**src/rtl/div_pkg.sv**
```systemverilog
// Shared definitions for the sequential signed divider: state encoding,
// step-counter width and the operand magnitude helper.
package div_pkg;

  localparam int DIV_WIDTH = 4;
  localparam int CNT_W     = $clog2(DIV_WIDTH + 1);

  typedef enum logic [1:0] {
    S_IDLE,
    S_CALC,
    S_FIX,
    S_ZERO
  } state_t;

  // One extra bit so the magnitude of the most-negative operand is exact.
  function automatic logic [DIV_WIDTH:0] abs_ext(input logic [DIV_WIDTH-1:0] v);
    logic [DIV_WIDTH:0] ext;
    ext = {v[DIV_WIDTH-1], v};
    return ext[DIV_WIDTH] ? -ext : ext;
  endfunction

endpackage

```
**src/rtl/div_u_step.sv**
```systemverilog
// One combinational restoring-division step: shift {rem,quo} left by one,
// trial-subtract the divisor magnitude and keep the result if non-negative.
module div_u_step #(
  parameter int WIDTH = 4
) (
  input  logic [WIDTH-1:0] rem_in,
  input  logic [WIDTH-1:0] quo_in,
  input  logic [WIDTH:0]   dvsr,
  output logic [WIDTH-1:0] rem_out,
  output logic [WIDTH-1:0] quo_out
);

  logic [WIDTH+1:0] rem_sh;
  logic [WIDTH+1:0] trial;
  logic             restore;

  always_comb begin
    rem_sh  = {1'b0, rem_in, quo_in[WIDTH-1]};
    trial   = rem_sh - {1'b0, dvsr};
    // A non-negative trial is always below |divisor|, so bit WIDTH is clear;
    // any set bit in the top two means the subtraction went negative.
    restore = (trial[WIDTH+1:WIDTH] != 2'b00);
    rem_out = restore ? rem_sh[WIDTH-1:0] : trial[WIDTH-1:0];
    quo_out = {quo_in[WIDTH-2:0], ~restore};
  end

endmodule

```
**src/rtl/div_s4_seq.sv**
```systemverilog
// Sequential signed divider: divides magnitudes one restoring step per clock,
// then applies sign correction (truncate toward zero, remainder follows dividend).
module div_s4_seq
  import div_pkg::*;
#(
  parameter int WIDTH = DIV_WIDTH
) (
  input  logic             clk,
  input  logic             rst_n,
  input  logic             start,
  input  logic [WIDTH-1:0] dividend,
  input  logic [WIDTH-1:0] divisor,
  output logic             busy,
  output logic             done,
  output logic [WIDTH-1:0] quotient,
  output logic [WIDTH-1:0] remainder,
  output logic             dbz,
  output logic             ovf
);

  localparam logic [WIDTH:0] MIN_MAG = {2'b01, {(WIDTH-1){1'b0}}};

  state_t             state_reg;
  logic [CNT_W-1:0]   cnt_reg;
  logic [WIDTH-1:0]   rem_reg;
  logic [WIDTH-1:0]   quo_reg;
  logic [WIDTH:0]     dvsr_reg;
  logic               sign_a_reg;
  logic               sign_b_reg;
  logic               ovf_pend_reg;
  logic               busy_reg;
  logic               done_reg;
  logic [WIDTH-1:0]   quotient_reg;
  logic [WIDTH-1:0]   remainder_reg;
  logic               dbz_reg;
  logic               ovf_reg;

  logic [WIDTH:0]     mag_a;
  logic [WIDTH-1:0]   rem_next;
  logic [WIDTH-1:0]   quo_next;

  assign mag_a = abs_ext(dividend);

  div_u_step #(.WIDTH(WIDTH)) u_step (
    .rem_in  (rem_reg),
    .quo_in  (quo_reg),
    .dvsr    (dvsr_reg),
    .rem_out (rem_next),
    .quo_out (quo_next)
  );

  always_ff @(posedge clk or negedge rst_n) begin
    if (!rst_n) begin
      state_reg     <= S_IDLE;
      cnt_reg       <= '0;
      rem_reg       <= '0;
      quo_reg       <= '0;
      dvsr_reg      <= '0;
      sign_a_reg    <= 1'b0;
      sign_b_reg    <= 1'b0;
      ovf_pend_reg  <= 1'b0;
      busy_reg      <= 1'b0;
      done_reg      <= 1'b0;
      quotient_reg  <= '0;
      remainder_reg <= '0;
      dbz_reg       <= 1'b0;
      ovf_reg       <= 1'b0;
    end else begin
      done_reg <= 1'b0;
      case (state_reg)
        S_IDLE: begin
          // busy still high here means this is the done cycle: drop it, ignore start.
          if (busy_reg) begin
            busy_reg <= 1'b0;
          end else if (start) begin
            quo_reg      <= mag_a[WIDTH-1:0];
            dvsr_reg     <= abs_ext(divisor);
            rem_reg      <= '0;
            cnt_reg      <= '0;
            sign_a_reg   <= dividend[WIDTH-1];
            sign_b_reg   <= divisor[WIDTH-1];
            ovf_pend_reg <= dividend[WIDTH-1] && (mag_a == MIN_MAG) && (&divisor);
            busy_reg     <= 1'b1;
            dbz_reg      <= 1'b0;
            ovf_reg      <= 1'b0;
            state_reg    <= (divisor == '0) ? S_ZERO : S_CALC;
          end
        end
        S_CALC: begin
          rem_reg <= rem_next;
          quo_reg <= quo_next;
          cnt_reg <= cnt_reg + 1'b1;
          if (cnt_reg == CNT_W'(WIDTH - 1)) begin
            state_reg <= S_FIX;
          end
        end
        S_FIX: begin
          quotient_reg  <= (sign_a_reg ^ sign_b_reg) ? -quo_reg : quo_reg;
          remainder_reg <= sign_a_reg ? -rem_reg : rem_reg;
          ovf_reg       <= ovf_pend_reg;
          done_reg      <= 1'b1;
          state_reg     <= S_IDLE;
        end
        S_ZERO: begin
          // quo_reg still holds |dividend|; rebuild the signed dividend from it.
          quotient_reg  <= '1;
          remainder_reg <= sign_a_reg ? -quo_reg : quo_reg;
          dbz_reg       <= 1'b1;
          done_reg      <= 1'b1;
          state_reg     <= S_IDLE;
        end
        default: state_reg <= S_IDLE;
      endcase
    end
  end

  assign busy      = busy_reg;
  assign done      = done_reg;
  assign quotient  = quotient_reg;
  assign remainder = remainder_reg;
  assign dbz       = dbz_reg;
  assign ovf       = ovf_reg;

endmodule

```
**config.mk**
```make
export PLATFORM = sky130hd
export DESIGN_NAME = div_s4_seq
export DESIGN_NICKNAME = d
export VERILOG_FILES = /design/src/rtl/div_pkg.sv /design/src/rtl/div_u_step.sv /design/src/rtl/div_s4_seq.sv
export SDC_FILE = /design/constraint.sdc
export NUM_CORES = 1
export LEC_CHECK = 0
export ABC_CLOCK_PERIOD_IN_PS = 2650
export BUFFER_PORTS_ARGS = -buffer_cell sky130_fd_sc_hd__buf_4
export CORE_ASPECT_RATIO = 1.5
export CORE_UTILIZATION = 42
export DETAILED_ROUTE_END_ITERATION = 12
export GPL_ROUTABILITY_DRIVEN = 0
export GPL_TIMING_DRIVEN = 1
export SKIP_CTS_REPAIR_TIMING = 1
export SYNTH_ARGS = -nofsm -noshare
export SYNTH_HDL_FRONTEND = slang
export SYNTH_SLANG_ARGS = --single-unit
```
**constraint.sdc**
```tcl
create_clock -name clk -period 2.65 [get_ports clk]
set_input_delay 0.265 -clock clk [delete_from_list [all_inputs] [get_ports clk]]
set_output_delay 0.265 -clock clk [all_outputs]
set_load 0.01 [all_outputs]
```
==> results.txt, run 1 <==
For this run, design rule violations remaining after detail routing come to 1. The layout overhead on the synthesized area came out at 16.7%. After the first detailed-routing iteration, the DRC count stood at 43. STA classifies the critical path endpoint as a flip-flop. The CTS clock-pin slew for the worst setup and hold paths is 0.07 ns. The area occupied by registers came out at 826 µm². Using the TritonRoute via totals, the vias-per-cell ratio works out to 5.46. The critical path is of the reg2reg type. In the post-synthesis netlist, the biggest area contributors are sky130_fd_sc_hd__dfrtp_1 (42%), sky130_fd_sc_hd__ha_1 (7.7%), sky130_fd_sc_hd__nor2_1 (3.6%), sky130_fd_sc_hd__nand2_1 (3.5%), sky130_fd_sc_hd__inv_1 (3.3%). The setup-violating endpoint count in the final report came out at 0.

The deepest clock path buffer count is 2. The die area came out at 4940 µm². The total power came out at 2.95 mW.

The run finished, with violations left. The total number of vias is 1507. The antenna diode count is 0. Entering global routing, the biggest net connects 34 pins. The ratio of total power to cell area is 1290 nW/µm². Once detail routing completed, the nets flagged for antenna violations numbered 0.

The area of the multi-input gates came out at 1010 µm². Max-cap violations in this run came to 0. Setup repair after global routing left no endpoint under its margin. The number of endpoints with negative hold slack in the final report came to 0. IR analysis of the VDD net gives a maximum drop of 0.408 mV. The endpoint identified for the worst register-to-register timing path is rem_reg[2]$_DFFE_PN0P_. The startpoint of the most critical register-to-register path is quo_reg[3]$_DFFE_PN0P_.

The number of enable-type register cells in the synthesized netlist is 0. The portion of synthesized cell area occupied by the leading cell type came out at 42.2%. The worst slew slack as a fraction of its limit is 63.8%. Counting distinct cell types in the post-synthesis netlist gives 45. The fraction of final layout cells with drive strength greater than 1 is 21.9%. The count of nets after finishing came out at 251. The number of flip-flops under the largest register name came out at 5. The placement-stage worst setup slack is 0.435 ns.

The die span in y came out at 85.6 µm. Once detailed placement completed, the half-perimeter wirelength came to 2.89 mm. The total count of max-transition violations in the final report came out at 0. The checks that failed: DRC.

The total core area came out at 4500 µm². Adding up every negative setup slack in the final design gives 0 ns. The wire length of the first global-routing pass is 6.72 mm. The critical path starts at quo_reg[3]$_DFFE_PN0P_. The global route total overflow is 0. STA puts the critical path data arrival time at 2.41 ns. The root buffer cell chosen for the clock tree is sky130_fd_sc_hd__clkbuf_8. The worst reg2reg path depth came out at 9.

The count of yosys warnings during synthesis came out at 0. The clock sink count came out at 33. The count of pins on the block boundary is 23. The synthesized netlist occupies a cell area of 1960 µm². The wire length per cell after detailed routing is 14.0 µm.

The average instance area after synthesis is 9.64 µm². The endpoint of the most critical setup path is rem_reg[2]$_DFFE_PN0P_. The biggest area contributor in the post-synthesis netlist is sky130_fd_sc_hd__dfrtp_1. For this block, the routed nets add up to 3.88 mm of wire.

The proportion of register bits with asynchronous set or reset after synthesis came out at 100%. The number of levels in the clock H-tree is 2. The fmax is 451 MHz. The post-route fraction of the period consumed by the critical path came out at 83.6%.

Counting the buffers created by CTS gives 5. Global routing consumed, over all layers together, 17.9% of the routing resources. The clock insertion delay at the later pin of the skew report came out at 0.28 ns. The initial antenna violation count came to 0.

The cell count after synthesis came out at 203. In this run the worst hold path is classified as in2reg. Of all nets on the critical path, the largest fanout is 4. The first-pass iteration count of the detailed router is 10. The library cell used most frequently in the layout, excluding fill and tap cells, is sky130_fd_sc_hd__dfrtp_1.

The fill cell instance count of the final layout is 427. The final worst-path setup slack came out at 0.435 ns. Summed over all cells, the static leakage comes to 1.07 nW. STA classifies the critical path startpoint as a flip-flop.

Across all register-to-register paths, the minimum setup slack is 0.43 ns. For this configuration, the core starts out at a cell density of 43.4%. The floorplan step set the die width to 57.7 µm.

In the layout the commonest cells are sky130_fd_sc_hd__dfrtp_1 (33), sky130_fd_sc_hd__buf_4 (26), sky130_fd_sc_hd__nor2_1 (19). Among all flip-flop cells after synthesis, the most frequent one is sky130_fd_sc_hd__dfrtp_1. Once layout is complete, the utilization of the core stands at 50.7%. At the worst endpoint, the required time is 2.84 ns. The worst clock skew came out at 0.00491 ns. The number of port buffers is 22. Synthesis produced a netlist with a net count of 227. The synthesized design contains 33 register bits.

The fraction of the yosys area taken by sequential cells is 42.2%. The CTS tree is built. For the finished layout, the period the worst path requires is 2.22 ns. The actual slew at the worst max-slew pin came out at 0.543 ns.

The number of global-route vias before repair was 1438. The floorplan has 30 rows.
cells by family (layout without fill, tap and decap cells):
family	Yosys count	count (layout)	share of synthesized area, %
flops	33	33	42.2
mux	9	9	5.88
fa+ha+maj	13	13	8.70
buf+inv	27	52	6.07
compound gates	49	49	17.4
simple gates	66	66	17.1
xor+xnor	6	6	2.69
worst min path at each step:
| stage | startpoint | slack (ns) | cells after the start | endpoint |
|---|---|---|---|---|
| 2_1_floorplan | rst_n | -0.03 | 0 | busy$_DFFE_PN0P_ |
| 3_3_place_gp | rst_n | 0.24 | 1 | dvsr_reg[4]$_DFFE_PN0P_ |
| 3_5_place_dp | rst_n | 0.23 | 1 | remainder[3]$_DFFE_PN0P_ |
| 4_1_cts | rst_n | -0.07 | 1 | remainder[3]$_DFFE_PN0P_ |
| 5_1_grt | dividend[0] | 0.24 | 2 | quo_reg[0]$_DFFE_PN0P_ |
| 6_report | divisor[3] | 0.23 | 3 | sign_b_reg$_DFFE_PN0P_ |
power by group:
group          internal, mW  switching (mW)
registers             0.710           0.211
logic                 0.730           0.810
clock network         0.306           0.178
total                  1.75            1.20
metrics by stage:
stage	hold WS, ns	cells	instance area, µm²
2_1_floorplan	-0.0306	203	1960
3_3_place_gp	0.240	267	2160
3_5_place_dp	0.233	267	2160
4_1_cts	-0.0715	275	2270
5_1_grt	0.235	276	2280
6_report	0.230	276	2280
metal layers:
| layer | global-route usage [%] | part of all wire, % | up-vias |
|---|---|---|---|
| li1 | - | - | 758 |
| met1 | 21.7 | 45 | 717 |
| met2 | 31.7 | 51 | 27 |
| met3 | 4.07 | 3.0 | 5 |
| met4 | 4.55 | 0.80 | 0 |
| met5 | 0 | 0 | - |
synth_stat cells (2+ instances only):
cell	count
sky130_fd_sc_hd__nand2_1	18
sky130_fd_sc_hd__o31ai_2	2
sky130_fd_sc_hd__nand3_1	5
sky130_fd_sc_hd__inv_1	17
sky130_fd_sc_hd__mux2_2	2
sky130_fd_sc_hd__xor2_1	2
sky130_fd_sc_hd__a21oi_2	2
sky130_fd_sc_hd__nor3_1	3
sky130_fd_sc_hd__a21oi_1	11
sky130_fd_sc_hd__a211oi_2	2
sky130_fd_sc_hd__mux2_4	2
sky130_fd_sc_hd__buf_2	5
sky130_fd_sc_hd__o21ai_0	8
sky130_fd_sc_hd__nor2b_1	5
sky130_fd_sc_hd__o311ai_1	3
sky130_fd_sc_hd__nor2_1	19
sky130_fd_sc_hd__dfrtp_1	33
sky130_fd_sc_hd__a221o_1	2
sky130_fd_sc_hd__ha_1	12
sky130_fd_sc_hd__o21ai_1	9
sky130_fd_sc_hd__o211ai_1	3
sky130_fd_sc_hd__nand4_1	4
sky130_fd_sc_hd__xnor2_1	4
sky130_fd_sc_hd__mux2i_1	4
sky130_fd_sc_hd__nand2b_1	3
sky130_fd_sc_hd__or3_1	2
sky130_fd_sc_hd__clkbuf_1	3
worst max-delay path, cell delays in order (launching register included):
cell	delay, ns
sky130_fd_sc_hd__dfrtp_1	0.40
sky130_fd_sc_hd__inv_1	0.12
sky130_fd_sc_hd__ha_1	0.17
sky130_fd_sc_hd__inv_1	0.05
sky130_fd_sc_hd__fa_1	0.40
sky130_fd_sc_hd__a21oi_2	0.18
sky130_fd_sc_hd__nand2b_4	0.16
sky130_fd_sc_hd__mux2i_1	0.32
sky130_fd_sc_hd__nor3_1	0.11
sky130_fd_sc_hd__o31ai_2	0.21
final cells by class:
class                      count  area share [%]
multi-input combinational    143            44.3
sequential                    33            36.2
timing repair buffer          27            8.99
clock buffer                   7            3.78
inverter                      17            2.79
tap                           48            2.63
clock inverter                 1            1.32
Note: power is estimated with default switching activity, not from simulation.
==> run 2: changes to the inputs <==
--- a/config.mk
+++ b/config.mk
@@ -5,7 +5,7 @@
 export SDC_FILE = /design/constraint.sdc
 export NUM_CORES = 1
 export LEC_CHECK = 0
-export ABC_CLOCK_PERIOD_IN_PS = 2650
+export ABC_CLOCK_PERIOD_IN_PS = 2200
 export BUFFER_PORTS_ARGS = -buffer_cell sky130_fd_sc_hd__buf_4
 export CORE_ASPECT_RATIO = 1.5
 export CORE_UTILIZATION = 42
==> constraint.sdc (replaced) <==
create_clock -name clk -period 2.2 [get_ports clk]
set_input_delay 0.22 -clock clk [delete_from_list [all_inputs] [get_ports clk]]
set_output_delay 0.22 -clock clk [all_outputs]
set_load 0.01 [all_outputs]
==> run 2 against run 1 <==
Against the previous run:
- the run still ends with DRC left
- flip-flop and latch count unchanged
- core utilization is 0.33 points higher
- clock power decreased by 8.0%
- critical path type unchanged
- critical endpoint is now rem_reg[3]$_DFFE_PN0P_
- largest cell class unchanged
==> results.txt, run 2 (synthesized netlist as in run 1, its figures left out) <==
The sequential share of power is 31.2%. The clock network accounts for 12.7% of the total power. TritonCTS built the clock tree.

Between clock sinks in the finished design, the worst skew comes to 0.00799 ns. The starting density of the core came out at 43.4%. The number of levels in the clock H-tree came out at 2. The critical path in this run is classified as reg2reg. The power share of the combinational group is 56.1%. The total count of max-transition violations in the final report is 0.

The TritonCTS buffer count came out at 5. The fmax came out at 487 MHz. Global routing finished with a remaining overflow of 0.

The clock sink count came out at 33. The area of the multi-input gates is 1030 µm². The number of global-route vias before repair is 1446. Dividing the detail-routed wire length by the instance count gives 14.2 µm. In the layout the commonest cells are sky130_fd_sc_hd__dfrtp_1 (33), sky130_fd_sc_hd__buf_4 (30), sky130_fd_sc_hd__nor2_1 (19). The data required time at the worst endpoint is 2.37 ns.

The number of rows created at floorplan came out at 30. The setup-violating endpoint count in the final report is 0. The placement-stage cell area came out at 2180 µm². The worst min-delay path category is in2reg. After filler insertion, the fill cell instance count of the layout stands at 461. The worst pin sits at a relative slew slack of 68.1%. 0 antenna diodes ended up in the layout. Including well taps, the total number of placed cells is 270. The die area came out at 4940 µm². The finished layout holds 280 standard cells, fillers aside. The combined global-route utilization of all metal layers came out at 18.2%. The layout overhead on the synthesized area came out at 17.5%.

The total number of vias is 1499. Entering global routing, the biggest net connects 34 pins. The detail route stage leaves a number of antenna-violating nets equal to 0.

The tree is rooted in a sky130_fd_sc_hd__clkbuf_8. The post-route fraction of the period consumed by the critical path is 93.3%. The wire length of the first global-routing pass came out at 6.82 mm. The post-route standard cell area excluding fillers came out at 2300 µm². The sum of negative setup slack is 0 ns. The count of buffers added on input and output ports is 22. The HPWL after detailed placement is 2.94 mm.

The number of DRC violations after detailed-routing iteration 0 is 64. For this design the total switching power over the nets is 1.49 mW. Summed over all layers, the routed wires come to 3.97 mm.

The checks that failed: DRC. In the final design database the tool counted 255 nets. The core region is 4500 µm². The cell-internal power came out at 2.02 mW.

For this design the top-level I/O count stands at 23. STA puts the critical path data arrival time at 2.23 ns. The die is 57.7 µm wide. The number of vias per cell is 5.35. IR analysis of the VDD net gives a maximum drop of 0.545 mV.

The switching share of total power came out at 42.4%. The nature of the critical path startpoint is a flip-flop. The number of maximum-capacitance violations is 0. The flow ran to the end, but the final reports show violations. The actual slew at the worst max-slew pin is 0.478 ns.

The time the final worst path needs with I/O delays and setup came out at 2.05 ns. The pre-antenna-repair detailed-routing pass consisted of 8 iterations. The ratio of total power to cell area came out at 1530 nW/µm². In the final layout, flip-flops and latches occupy 826 µm².

The kind of end point of the critical path is a flip-flop. The number of endpoints with negative hold slack in the final report is 0. The initial antenna violation count came out at 0.

The CTS clock-pin slew for the worst setup and hold paths is 0.07 ns. The deepest clock path buffer count came out at 2. The leakage power summed over all cells is 1.07 nW. The later pin in the worst-skew pair is clocked with a latency of 0.29 ns. Setup repair after global routing left no endpoint under its margin.

The register with the most flip-flops in the layout has 5 of them. The die span in y is 85.6 µm. The fraction of final layout cells with drive strength greater than 1 is 24.6%. The DRC violation count after routing is 2.

Along the worst path, the maximum fanout reaches 5. The library cell used most frequently in the layout, excluding fill and tap cells, is sky130_fd_sc_hd__dfrtp_1.
run 2: path summary, 6_finish.rpt:
kind,start,to,slack [ns],depth (start not counted)
hold / removal,divisor[3],sign_b_reg$_DFFE_PN0P_,0.17,3
setup / recovery,quo_reg[3]$_DFFE_PN0P_,rem_reg[3]$_DFFE_PN0P_,0.15,9
hold reg to reg,dvsr_reg[1]$_DFFE_PN0P_,dvsr_reg[1]$_DFFE_PN0P_,0.49,2
max in group asynchronous,rst_n,quo_reg[3]$_DFFE_PN0P_,1.47,2
min in group asynchronous,rst_n,quotient[1]$_DFFE_PN0P_,0.42,2
setup reg to reg,quo_reg[3]$_DFFE_PN0P_,rem_reg[3]$_DFFE_PN0P_,0.15,9
run 2: metrics by stage:
stage | util (%) | worst slack (ns) | power [mW] | hold WS, ns
floorplan | - | 0.137 | 2.53 | -0.0756
global placement | 48.4 | 0.0789 | 3.01 | 0.197
detailed placement | 48.4 | 0.0169 | 3.03 | 0.196
CTS | 50.3 | -0.00155 | 3.49 | -0.114
global route | 51.0 | 0.0436 | 3.85 | 0.186
finish | 51.0 | 0.147 | 3.51 | 0.172
run 2: layout make-up:
class                      count  area share (%)
sequential                    33            35.9
clock inverter                 3           0.762
tap                           48            2.61
inverter                      17            2.78
clock buffer                   5            2.99
timing repair buffer          31            10.2
multi-input combinational    143            44.7
run 2: worst max-delay path, cell delays in order (launching register included):
cell and delay, ns:
sky130_fd_sc_hd__dfrtp_1 0.38, sky130_fd_sc_hd__inv_1 0.07, sky130_fd_sc_hd__ha_1 0.15, sky130_fd_sc_hd__inv_1 0.05, sky130_fd_sc_hd__fa_2 0.36, sky130_fd_sc_hd__a21oi_2 0.18, sky130_fd_sc_hd__nand2b_4 0.17, sky130_fd_sc_hd__mux2_4 0.34
sky130_fd_sc_hd__a22oi_2 0.17, sky130_fd_sc_hd__o31ai_2 0.07
run 2: layer usage:
metal | vias up | wire (µm) | global-route usage [%]
li1 | 761 | - | -
met1 | 704 | 1700 | 21.5
met2 | 28 | 2070 | 32.1
met3 | 6 | 132 | 3.62
met4 | 0 | 66 | 6.49
met5 | - | 0 | 0
run 2: power groups by stage:
stage	Clock, mW	Combinational [mW]	Sequential, mW
3_5_place_dp	0	1.92	1.11
2_1_floorplan	0	1.47	1.06
6_report	0.446	1.97	1.10
3_3_place_gp	0	1.90	1.11
5_1_grt	0.488	2.23	1.13
4_1_cts	0.463	1.93	1.10
==> run 3: changes to the inputs <==
--- a/config.mk
+++ b/config.mk
@@ -6,12 +6,13 @@
 export NUM_CORES = 1
 export LEC_CHECK = 0
 export ABC_CLOCK_PERIOD_IN_PS = 2200
-export BUFFER_PORTS_ARGS = -buffer_cell sky130_fd_sc_hd__buf_4
 export CORE_ASPECT_RATIO = 1.5
 export CORE_UTILIZATION = 42
 export DETAILED_ROUTE_END_ITERATION = 12
+export DONT_BUFFER_PORTS = 1
 export GPL_ROUTABILITY_DRIVEN = 0
 export GPL_TIMING_DRIVEN = 1
+export MAX_ROUTING_LAYER = met4
 export SKIP_CTS_REPAIR_TIMING = 1
 export SYNTH_ARGS = -nofsm -noshare
 export SYNTH_HDL_FRONTEND = slang
==> run 3 against run 2 <==
Against the previous run:
- the flow still finishes with violations (DRC)
- clock-buffer cell count is the same
- die area is the same
- flip-flop and latch count is the same
- clock power grew 2%
- sequential power grew 5%
- hold slack lost 0.13 ns
- first-iteration DRC count shrank 34%
- final area shrank 5.3%
- total power shrank 1.0%
- register-to-register slack lost 0.06 ns
- maximum frequency shrank 3.1%
- critical path type unchanged
- critical endpoint unchanged
==> results.txt, run 3 (synthesized netlist as in run 1, its figures left out) <==
The total count of max-transition violations in the final report is 0. The initial antenna violation count came out at 0. The first global-routing pass estimated 6.89 mm of wire. The register with the most flip-flops in the layout has 5 of them. The placement-stage worst setup slack came out at 0.0163 ns. The deepest clock path buffer count came out at 2. The number of levels in the clock H-tree is 2. The largest net degree at the start of global routing is 34.

The number of vias per cell came out at 5.66. For this design the static power due to leakage is 0.980 nW. The number of maximum-capacitance violations came out at 0. The number of antenna-violating nets in the routed design came out at 0. The starting density of the core is 43.4%. The final worst-path setup slack is 0.0817 ns.

The total overflow left after global routing is 0. In this run the worst hold path is classified as in2reg. Clock-pin slew was measured on the worst setup and hold paths at 0.07 ns. For the final routed database, the setup TNS stands at 0 ns.

The kind of end point of the critical path is a flip-flop. For flop-to-flop paths, the worst setup slack is 0.08 ns. Detailed placement finished with a half-perimeter wire length of 2.91 mm. The fmax came out at 472 MHz.

STA puts the critical path data required time at 2.36 ns. The final reports fail on DRC. The final route contains 1478 vias. The worst pin sits at a relative slew slack of 64.5%.

The worst voltage drop across the vdd grid came out at 0.530 mV. For the final database, setup skew stands at 0.00870 ns. The number of global-route vias before repair is 1492. The data arrival time of the critical path came out at 2.28 ns. The worst path in the final design needs a cycle of 2.12 ns, including I/O delays and setup. After detailed routing, the number of remaining DRC violations is 1. The nature of the critical path startpoint is a flip-flop.

The combined global-route utilization of all metal layers came out at 18.9%. The antenna diode count came out at 0. The end-of-flow core utilization came out at 48.3%. Clock tree synthesis selected as its root buffer the cell sky130_fd_sc_hd__clkbuf_8. The library cell used most frequently in the layout, excluding fill and tap cells, is sky130_fd_sc_hd__dfrtp_1. The ratio of total power to cell area is 1600 nW/µm². The die span in y came out at 85.6 µm.

The post-route standard cell area excluding fillers is 2180 µm². For this run, the post-layout net count is 236. Cells with a size suffix above 1 make up 18.8% of the layout. The number of port buffers came out at 0.

The first-pass iteration count of the detailed router is 9. The count of pins on the block boundary came out at 23. The die extent in x came out at 57.7 µm. The clock sink count is 33.

The run finished, with violations left. The worst setup path is of the reg2reg kind. The die area came out at 4940 µm². TritonCTS built the clock tree.

The routed design has 4.01 mm of wire. The layout overhead on the synthesized area is 11.2%. The placement-stage cell area came out at 2010 µm². In the layout the commonest cells are sky130_fd_sc_hd__dfrtp_1 (33), sky130_fd_sc_hd__nor2_1 (19), sky130_fd_sc_hd__nand2_1 (18). For the pin with the worst max-slew slack, the measured transition is 0.532 ns.

The number of rows created at floorplan came out at 30. The TritonCTS buffer count is 5. The peak fanout along the critical path came out at 5. The total core area is 4500 µm².

The wire length per cell after detailed routing came out at 15.4 µm. The post-route fraction of the period consumed by the critical path came out at 96.3%. The clock insertion delay at the later pin of the skew report is 0.29 ns. The number of endpoints with negative hold slack in the final report came out at 0.

Setup violations remaining at the end of the flow were counted as 0. The number of DRC violations after detailed-routing iteration 0 is 42.
-- run 3: cell types whose count changed in the layout (fill, tap and decap cells not counted), sizes merged --
cell,change
buf,-19
-- run 3: worst paths after layout --
| kind | cells past startpoint | from | end |
|---|---|---|---|
| min in group asynchronous | 2 | rst_n | rem_reg[1]$_DFFE_PN0P_ |
| max | 9 | quo_reg[3]$_DFFE_PN0P_ | rem_reg[3]$_DFFE_PN0P_ |
| min | 2 | divisor[3] | sign_b_reg$_DFFE_PN0P_ |
| max reg2reg | 9 | quo_reg[3]$_DFFE_PN0P_ | rem_reg[3]$_DFFE_PN0P_ |
| max in group asynchronous | 2 | rst_n | sign_b_reg$_DFFE_PN0P_ |
| min reg2reg | 1 | cnt_reg[0]$_DFFE_PN0P_ | cnt_reg[0]$_DFFE_PN0P_ |
-- run 3: final cells by class --
cell class	count	area, µm²
clock inverter	3	17.5
multi-input combinational	143	1030
sequential	33	826
clock buffer	5	68.8
tap	48	60.1
inverter	17	63.8
timing repair buffer	12	105
fill	422	2330
-- run 3: report_power, final --
group          internal (mW)  switching (mW)
logic                  0.882           0.985
clock network          0.218           0.235
registers              0.856           0.294
-- run 3: critical path: stages (launching register included) --
cell                       delay (ns)
sky130_fd_sc_hd__dfrtp_1         0.40
sky130_fd_sc_hd__inv_1           0.08
sky130_fd_sc_hd__ha_1            0.16
sky130_fd_sc_hd__inv_1           0.05
sky130_fd_sc_hd__fa_2            0.36
sky130_fd_sc_hd__a21oi_2         0.18
sky130_fd_sc_hd__nand2b_4        0.18
sky130_fd_sc_hd__mux2_4          0.35
sky130_fd_sc_hd__a22oi_2         0.17
sky130_fd_sc_hd__o31ai_2         0.07
-- run 3: per-stage QoR --
stage / hold WS [ns] / total power [mW] / cells
final: 0.0447 / 3.47 / 261
after global routing: 0.0462 / 3.80 / 261
after CTS: -0.389 / 3.33 / 255
after detailed placement: -0.0744 / 2.87 / 247
after global placement: -0.0745 / 2.84 / 247
after floorplan: -0.0756 / 2.53 / 203
-- run 3: routing by layer --
layer | GRT usage, % | part of all wire, % | vias to the layer above | routed length (µm)
li1 | - | - | 726 | -
met1 | 21.8 | 45 | 722 | 1810
met2 | 31.0 | 50 | 25 | 2010
met3 | 4.22 | 2.9 | 5 | 117
met4 | 8.44 | 1.8 | 0 | 71
met5 | - | 0 | - | 0
